File: src/rtl/regfile_np.sv
// Parametrised multi-read-port register file: registered reads, write-first bypass, stall hold,
// post-reset clear sweep. Define REGFILE_ZERO_REG_EN to hardwire register 0 to zero.
module regfile_np #(
  parameter int WIDTH = 8,
  parameter int DEPTH = 32,
  parameter int NRD   = 2,
  parameter int AW    = $clog2(DEPTH)
) (
  input  logic                 clk,
  input  logic                 rst_n,
  input  logic                 en,
  input  logic                 we,
  input  logic [AW-1:0]        waddr,
  input  logic [WIDTH-1:0]     wdata,
  input  logic [NRD*AW-1:0]    raddr,
  output logic [NRD*WIDTH-1:0] rdata,
  output logic                 ready
);

`ifdef REGFILE_ZERO_REG_EN
  localparam bit ZERO_REG = 1'b1;
`else
  localparam bit ZERO_REG = 1'b0;
`endif

  typedef enum logic {
    CLEAR = 1'b0,
    RUN   = 1'b1
  } state_e;

  state_e                 state_q, state_d;
  logic [AW-1:0]          clr_ptr_q, clr_ptr_d;
  logic [NRD*WIDTH-1:0]   rdata_q, rdata_d;
  logic [WIDTH-1:0]       arr [DEPTH];

  logic                   wr_en;
  logic [AW-1:0]          wr_addr;
  logic [WIDTH-1:0]       wr_data;

  // Registers at or beyond DEPTH only exist when DEPTH is not a power of 2.
  function automatic logic addr_ok(input logic [AW-1:0] a);
    return (int'(a) < DEPTH) && !(ZERO_REG && (a == '0));
  endfunction

  always_comb begin
    // NOTE: every variable gets a default first so no path through the block can infer a latch.
    state_d   = state_q;
    clr_ptr_d = clr_ptr_q;
    rdata_d   = rdata_q;
    wr_en     = 1'b0;
    wr_addr   = clr_ptr_q;
    wr_data   = '0;

    if (state_q == CLEAR) begin
      rdata_d = '0;
      wr_en   = rst_n;
      if (clr_ptr_q == AW'(DEPTH - 1)) begin
        state_d = RUN;
      end else begin
        clr_ptr_d = clr_ptr_q + 1'b1;
      end
    end else if (en) begin
      if (we && addr_ok(waddr)) begin
        wr_en   = 1'b1;
        wr_addr = waddr;
        wr_data = wdata;
      end
      // Bypass is keyed on the raw write address; a dropped write can only alias a read that returns 0 anyway.
      for (int p = 0; p < NRD; p++) begin
        if (!addr_ok(raddr[p*AW +: AW])) begin
          rdata_d[p*WIDTH +: WIDTH] = '0;
        end else if (we && (waddr == raddr[p*AW +: AW])) begin
          rdata_d[p*WIDTH +: WIDTH] = wdata;
        end else begin
          rdata_d[p*WIDTH +: WIDTH] = arr[raddr[p*AW +: AW]];
        end
      end
    end
  end

  // NOTE: sequential state uses non-blocking assignments only, so every flop samples pre-edge values.
  always_ff @(posedge clk or negedge rst_n) begin
    if (!rst_n) begin
      state_q   <= CLEAR;
      clr_ptr_q <= '0;
      rdata_q   <= '0;
    end else begin
      state_q   <= state_d;
      clr_ptr_q <= clr_ptr_d;
      rdata_q   <= rdata_d;
    end
  end

  // NOTE: the array has no reset; the clear sweep zeroes it one entry per cycle after reset instead.
  always_ff @(posedge clk) begin
    if (wr_en) begin
      arr[wr_addr] <= wr_data;
    end
  end

  assign rdata = rdata_q;
  assign ready = (state_q == RUN);

endmodule

File: config.mk
export PLATFORM = sky130hd
export DESIGN_NAME = regfile_np
export DESIGN_NICKNAME = d
export VERILOG_FILES = /design/src/rtl/regfile_np.sv
export SDC_FILE = /design/constraint.sdc
export NUM_CORES = 1
export LEC_CHECK = 0
export CORE_MARGIN = 3
export CORE_UTILIZATION = 45
export CTS_CLUSTER_DIAMETER = 50
export DETAILED_ROUTE_END_ITERATION = 8
export SLEW_MARGIN = 20
export SYNTH_ARGS = -nofsm -noshare
export SYNTH_HDL_FRONTEND = slang
export SYNTH_SLANG_ARGS = --single-unit
File: constraint.sdc
create_clock -name clk -period 2.63 [get_ports clk]
set_clock_uncertainty 0.15 [all_clocks]
set_input_delay 0.526 -clock clk [delete_from_list [all_inputs] [get_ports clk]]
set_output_delay 0.526 -clock clk [all_outputs]
set_load 0.02 [all_outputs]
* After elaboration in Yosys (flattened, before gate mapping)
Memory sizes are Yosys's and may differ from the RTL's.
Cells that the tools add are included.
** Word-level totals
- Bits in registers :: 22
- RAM bits :: 256
- Input bits :: 27
- Output and inout port bits :: 17
- Word-level logic and storage cells :: 31
- Memories kept :: 1
** Memory list
- arr :: words 32, bits a word 8, rd ports 2, clocked after memory_dff 0, wr ports 1, line 34 : logic [WIDTH-1:0] arr [DEPTH];
** Cells by class
- Add/sub/neg operators :: 1
- Eq/ne operators :: 4
- Mux-type cells :: 17
- Bitwise logic cells :: 2
- Reductions and logical operators :: 3
** Operators by type and width (number)
- 8-bit 2-to-1 mux :: 5
- 16-bit 2-to-1 mux :: 2
- 5-bit 2-to-1 mux :: 3
- 5-bit equality test :: 2
- 1-bit 2-to-1 mux :: 7
- 5-bit by 1-bit adder with 5-bit output, second input constant :: 1
- 5-bit equality test, second input constant :: 1
- 1-bit logical AND :: 2
- 2-bit inequality test, second input constant :: 1
- 1-bit inverter :: 2
- 2-bit AND reduction :: 1

* Longest topological paths before layout
Gate-level depths: netlist of the first run.
- Depth in word-level cells :: 5
- Depth in mapped cells :: 8
- Gate-level depth less buffers :: 6

* Least setup slack after synthesis of the first run
Ideal clock, no wire load.
- Kind :: reg2reg
- Start point :: register state_q (netlist: ready)
- End point :: memory arr[0][0], enable pin
- Setup time :: 370 ps
- Arrival :: 1782 ps
- Data required time :: 2110 ps
- Slack :: 328 ps
- Stages on the path, launching flop included :: 6
- Path buffers :: 0
- Period minus slack after synthesis :: 2302 ps
- Cells stage by stage :: dfrtp_1 -> nand3_1 -> or3_1 -> o31ai_1 -> nand2_1 -> nor2_1
** On the way
- Cells in the longest elaborated chain, start to end :: 3
- Elaborated cells on any way between the ends :: 4
** RTL lines
- from (decl) :: line 31 : state_e state_q, state_d;
- from (signal assigned) :: line 88 : state_q <= state_d;
- 1-bit 2-to-1 mux :: line 54 : if (state_q == CLEAR) begin
- 1-bit 2-to-1 mux :: line 96 : if (wr_en) begin
- 1-bit 2-to-1 mux (not written as such) :: line 97 : arr[wr_addr] <= wr_data;
- to (decl) :: line 34
Parallel ways exist; a longest one is shown, timed or not.

* Worst setup path in the final report of the first run
- Start point :: input raddr[2]
- End point :: register rdata_q[3] (netlist: rdata[3])
** On the way
- Cells in the longest elaborated chain, start to end :: 5
- Elaborated cells on any way between the ends :: 6
** RTL lines
- from (decl) :: line 15 : input logic [NRD*AW-1:0] raddr,
- parallel branches: the longest is 2 deep, another holds memory read 32 x 8 bit
- 8-bit 2-to-1 mux (*) :: line 72 : end else if (we && (waddr == raddr[p*AW +: AW])) begin
- 16-bit 2-to-1 mux (*) :: line 62 : end else if (en) begin
- 16-bit 2-to-1 mux (*) :: line 54
- to (signal assigned) :: line 90 : rdata_q <= rdata_d;
- to (decl) :: line 33 : logic [NRD*WIDTH-1:0] rdata_q, rdata_d;
Every way passes the cells marked *. The select of a mux whose other input is x is not followed.
A chain may end at the register's enable or synchronous reset.

==> impl_metrics.yaml, run 1 <==
global_route:
  grt_use_total_pct: 24.1
  grt_pass1_vias: 9153
  grt_first_pass_wirelength_mm: 59.4
  grt_max_degree: 33
  antenna_found_initial: 0
  grt-ovfl-total: 0
cts:
  ctsLongestPathBuffers: 3
  clkTransAtPathRegs_ns: 0.06
  cts_tree: "yes"
  numCtsBuffers: 34
  cts_root_buffer: "clkbuf_16"
  clock-sinks: 278
  hold_buffers: 0
  clk_latency_ns: 0.50
  cts_resized: 0
  cts_max_level: 2
  post-cts-setup-buffers: 0
critical_path:
  critPathArrivalTime_ns: 2.77
  crit_buf_inv: 4
  required_ns: 2.88
  crit_path_end_kind: "flop"
  crit_family: "compound AO/OA/AOI/OAI gates"
  timing.rr.end: "arr[8][3]"
  slowest_delay_ns: 0.47
  crit_chain: "clkdlybuf4s50_1, buf_4, and2_1, buf_12, buf_4, a22o_1, a221oi_1, o22ai_1, o31ai_1"
  r2r_setup_slack_ns: 0.39
  reg2reg_depth: 7
  crit_type: "input pin to flop"
  crit_path_top_delay_cell: "clkdlybuf4s50_1"
  start_kind: "input pin"
  rr_startpoint: "ready"
  crit_fanout: 31
  critical-path-top-cell-by-count: "buf_4"
pwr:
  ir_drop_mv: 0.390
  leakage_nw: 6.66
  p_total_mw: 10.5
  power_density_nw_per_um2: 636
synthesis:
  yosys_warnings: 0
  synthTopCellsByArea: "edfxtp_1 (56%), mux2i_1 (19%), a22o_1 (4.1%), dfrtp_1 (4.0%), a221oi_2 (2.6%)"
  yosysMostFrequentCell: "mux2i_1"
  ys_seq_elements: 278
  syn-num-nets: 950
  avgSynthCellArea_um2: 15.0
  yosysSeqAreaShare_pct: 59.7
  synthesis.area_um2: 13800
  synth_top_area_share_pct: 55.7
  yosysTopAreaCell: "edfxtp_1"
  synthCells: 921
  yosys_most_used_dff: "edfxtp_1"
  synth-edff-count: 256
  ys_types: 39
  async_flop_share_pct: 7.91
  synthTopCellsByCount: "mux2i_1 (258), edfxtp_1 (256), a22o_1 (64), a221oi_1 (40), nor2_1 (37)"
floorplanning:
  die_h_um: 181
  initial_core_util_pct: 46.1
  core-area_um2: 30000
  fp.dieW_um: 181
  ioPinCount: 44
  rows: 63
  dieArea_um2: 32800
detailed_routing:
  route.vias.total: 9109
  drtIter0Drc: 985
  firstDrtPassIters: 6
  routed_wl_mm: 40.2
  ant_nets: 0
  drt-vias-per-instance: 6.13
  route.detailed.drc: 0
  post_drt_wl_per_cell_um: 27.1
layout:
  drive_gt1_share_pct: 20.5
  area_delta_synth_final_pct: 19.6
  final_nets: 1100
  fill_cells: 2491
  utilization_pct: 55.1
  n_antenna_cell: 0
  final_cell_area_um2: 16500
timing:
  fin_worst_hold_slack_ns: 0.294
  fin_crit_sh_pct: 95.7
  setup_tns_ns: 0
  rsz0062_at_grt: "false"
  slew_viol_final: 0
  setup_viol: 0
  finalHoldViolations: 0
  fmax_ghz: 0.397
  worstMarginPinSlew_ns: 1.13
  finalWorstPathRequiredPeriod_ns: 2.52
  slew-limit-headroom_pct: 24.3
worst_hold_path:
  hp-class: "input pin to asynchronous set/reset pin"
flow_run:
  drv_cap: 0
run_status:
  outcome: "complete, no violations"
placed_design:
  hpwl_mm: 27.8
  place_congestion: 0.896
  placed_cell_area_um2: 15400
  portBuffers: 43
worst max path at each step:
| stage | cells past startpoint | slack [ns] | start | endpoint |
|---|---|---|---|---|
| after floorplan | 5 | 0.33 | ready | arr[0][0] |
| after global placement | 6 | -0.46 | raddr[1] | rdata[3] |
| after detailed placement | 6 | -0.48 | raddr[1] | rdata[1] |
| after CTS | 6 | 0.03 | raddr[1] | rdata[1] |
| after global routing | 6 | 0.03 | raddr[7] | rdata[11] |
| final | 9 | 0.11 | raddr[2] | rdata[3] |
final cells by class:
type,instances,area (µm²),share of cell area [%]
Inverter,2,7.51,0.0455
Timing Repair Buffer,183,1710,10.4
Clock inverter,13,85.1,0.515
Clock buffer,47,983,5.96
Multi-Input combinational cell,572,5000,30.3
Tap cell,390,488,2.96
Sequential cell,278,8240,49.9
state kept, by name, indices dropped and copies added (netlist names):
name and count:
ready 1, clr_ptr_q 5, arr 256, rdata 16
cell families (layout without fill, tap and decap cells):
kind of cell	Yosys count	count (layout)	synth area share, %
AOI/OAI and AO/OA	197	197	12.7
and+or+nand+nor	100	100	3.42
muxes	260	260	18.9
adders and majority gates	2	2	0.181
buffers and inverters	71	245	4.31
xor gates and xnor gates	13	13	0.825
DFF	278	278	59.7
power by group:
| part | internal, mW | switching [mW] |
|---|---|---|
| clock | 2.70 | 1.74 |
| combinational | 0.511 | 0.654 |
| sequential | 4.86 | 0.0340 |
| total | 8.07 | 2.43 |
per-layer routing:
metal	track usage [%]	routed length, µm
met5	0	0
met4	7.37	1170
met3	4.53	2950
met2	36.2	17600
met1	35.8	18500
metrics by stage:
step                      instances  setup WS (ns)
after global placement         1424         -0.461
after global routing           1485         0.0345
after CTS                      1484         0.0282
after floorplan                 921          0.328
final                          1485          0.114
after detailed placement       1424         -0.481
cell usage in the layout, fill, tap and decap left out, types with 3 or more instances in the layout:
master,n
mux2i_1,258
edfxtp_1,256
buf_4,122
a22o_1,64
clkdlybuf4s50_1,41
a221oi_1,40
clkbuf_16,37
nor2_1,35
o22ai_1,32
nand2_1,28
a221oi_2,24
dfrtp_1,22
buf_12,18
o31ai_1,16
a22oi_1,16
xnor2_1,12
and2_1,10
clkbuf_1,8
clkinv_1,7
nand3b_1,4
nand2b_1,4
clkinv_2,4
nand3_1,3
nand4_1,3
(Power assumes the default switching activity.)
==> inputs of run 2 (changes only) <==
--- a/config.mk
+++ b/config.mk
@@ -7,8 +7,10 @@
 export LEC_CHECK = 0
 export CORE_MARGIN = 3
 export CORE_UTILIZATION = 45
+export CTS_BUF_LIST = sky130_fd_sc_hd__clkbuf_4
 export CTS_CLUSTER_DIAMETER = 50
 export DETAILED_ROUTE_END_ITERATION = 8
+export MAX_ROUTING_LAYER = met4
 export SLEW_MARGIN = 20
 export SYNTH_ARGS = -nofsm -noshare
 export SYNTH_HDL_FRONTEND = slang
==> run 2 against run 1 <==
Combinational power barely moved. Flip-flop and latch count did not move. Sequential share of layout area rose by 0.13 points. Wire length rose by 0.93%. Critical endpoint is now ready. Critical path depth fell by 8. Critical path type is now flop to output pin. Sequential power barely moved. Largest power group unchanged. Clock-buffer cell count rose by 66. Register-to-register slack barely moved. Hold slack got worse by 0.22 ns.
==> impl_metrics.yaml, run 2 (synthesis results as in run 1) <==
detailed_routing:
  drt-vias-per-instance: 6.03
  ant_nets: 0
  drtIter0Drc: 1018
  route.detailed.drc: 0
  routed_wl_mm: 40.6
  firstDrtPassIters: 5
  route.vias.total: 9396
  post_drt_wl_per_cell_um: 26.1
global_route:
  grt_use_total_pct: 25.3
  grt_pass1_vias: 9405
  grt_max_degree: 33
  grt_first_pass_wirelength_mm: 60.3
  grt-ovfl-total: 0
  antenna_found_initial: 1
timing:
  fmax_ghz: 0.406
  finalWorstPathRequiredPeriod_ns: 2.46
  slew_viol_final: 0
  rsz0062_at_grt: "false"
  setup_slack_ns: 0.168
  slew-limit-headroom_pct: 31.3
  worstMarginPinSlew_ns: 1.03
  setup_viol: 0
  fin_crit_sh_pct: 93.6
  finalHoldViolations: 0
placed_design:
  place_congestion: 0.914
  portBuffers: 43
  hpwl_mm: 27.8
  dp_cells: 1424
  place_ws_ns: -0.481
  placed_cell_area_um2: 15400
layout:
  utilization_pct: 55.0
  fill_cells: 2529
  final_nets: 1142
  largest_reg_flops: 256
  drive_gt1_share_pct: 25.9
  seqCellArea_um2: 8240
  largest-register: "arr"
  multi_input_comb_area_um2: 5000
  final_common_cell: "mux2i_1"
  area_delta_synth_final_pct: 19.3
  stdcell_count: 1559
  final_cell_area_um2: 16500
  layout_common_cells: "mux2i_1 (258), edfxtp_1 (256), buf_4 (122)"
cts:
  ctsLongestPathBuffers: 3
  numCtsBuffers: 76
  clkTransAtPathRegs_ns: 0.06
  cts_max_level: 3
  clk_latency_ns: 0.71
  cts_root_buffer: "clkbuf_4"
  clock-sinks: 278
  hold_buffers: 0
  cts_tree: "yes"
  post-cts-setup-buffers: 0
  cts_resized: 0
floorplanning:
  initial_core_util_pct: 46.1
  rows: 63
  ioPinCount: 44
  dieArea_um2: 32800
  die_h_um: 181
  fp.dieW_um: 181
  core-area_um2: 30000
run_status:
  outcome: "complete, no violations"
critical_path:
  start_kind: "flop"
  critPathArrivalTime_ns: 1.79
  crit_buf_inv: 1
  crit_path_top_delay_cell: "clkdlybuf4s50_1"
  crit_family: "buffers and inverters"
  crit_path_end_kind: "output pin"
  required_ns: 1.95
  crit_type: "flop to output pin"
  slowest_delay_ns: 0.65
  crit_fanout: 7
  crit_chain: "clkdlybuf4s50_1"
pwr:
  leakage_nw: 6.74
  ir_drop_mv: 0.234
  p_total_mw: 10.1
  power_density_nw_per_um2: 615
flow_run:
  drv_cap: 0
worst_hold_path:
  hp-class: "input pin to asynchronous set/reset pin"
==> run 2: cell types whose count changed in the layout (fill, tap and decap cells not counted) <==
| cell | before | now |
|---|---|---|
| nor2_2 | 1 | 2 |
| clkinv_1 | 7 | 12 |
| clkinv_4 | 0 | 2 |
| clkinvlp_4 | 0 | 1 |
| nor2_1 | 35 | 34 |
| clkinv_2 | 4 | 1 |
| clkbuf_4 | 0 | 113 |
| bufinv_16 | 1 | 3 |
| clkbuf_8 | 2 | 0 |
| diode_2 | 0 | 1 |
| clkbuf_16 | 37 | 0 |
| clkbuf_1 | 8 | 0 |
==> run 2: report_power, final <==
group	leakage (nW)	total (mW)	internal, mW	switching, mW
clock	0.598	4.08	2.26	1.81
sequential	3.05	4.89	4.85	0.0352
combinational	3.09	1.17	0.511	0.654
==> run 2: final cells by class <==
class	count	area share, %
Sequential cell	278	50.0
Clock buffer	113	5.15
Timing Repair Buffer	183	10.4
Antenna cell	1	0.0152
Inverter	2	0.0456
Multi-Input combinational cell	572	30.4
Tap cell	390	2.96
Clock inverter	20	1.06
==> run 2: layer usage <==
metal / track usage, % / up-vias / share of wire [%]
met2: 36.3 / 446 / 44
met5: - / - / 0
met1: 35.4 / 4696 / 45
met4: 8.74 / 0 / 2.8
li1: - / 4183 / -
met3: 5.90 / 71 / 8.3
==> run 2: path summary, 6_finish.rpt <==
path / from / endpoint / slack (ns) / cells past startpoint
max reg2reg: ready / arr[12][5] / 0.38 / 7
min reg2reg: clr_ptr_q[3] / clr_ptr_q[3] / 0.38 / 1
min: rst_n / clr_ptr_q[4] / 0.08 / 2
max in group asynchronous: rst_n / rdata[9] / 1.96 / 2
min in group clk: clr_ptr_q[3] / clr_ptr_q[3] / 0.38 / 1
max: ready / ready / 0.17 / 1
==> run 2: through the flow <==
step           hold slack [ns]  setup TNS [ns]
3_5_place_dp             0.373          -30.81
6_report                0.0773               0
3_3_place_gp             0.363          -31.48
4_1_cts                 0.0238               0
2_1_floorplan           0.0804               0
5_1_grt                 0.0568               0
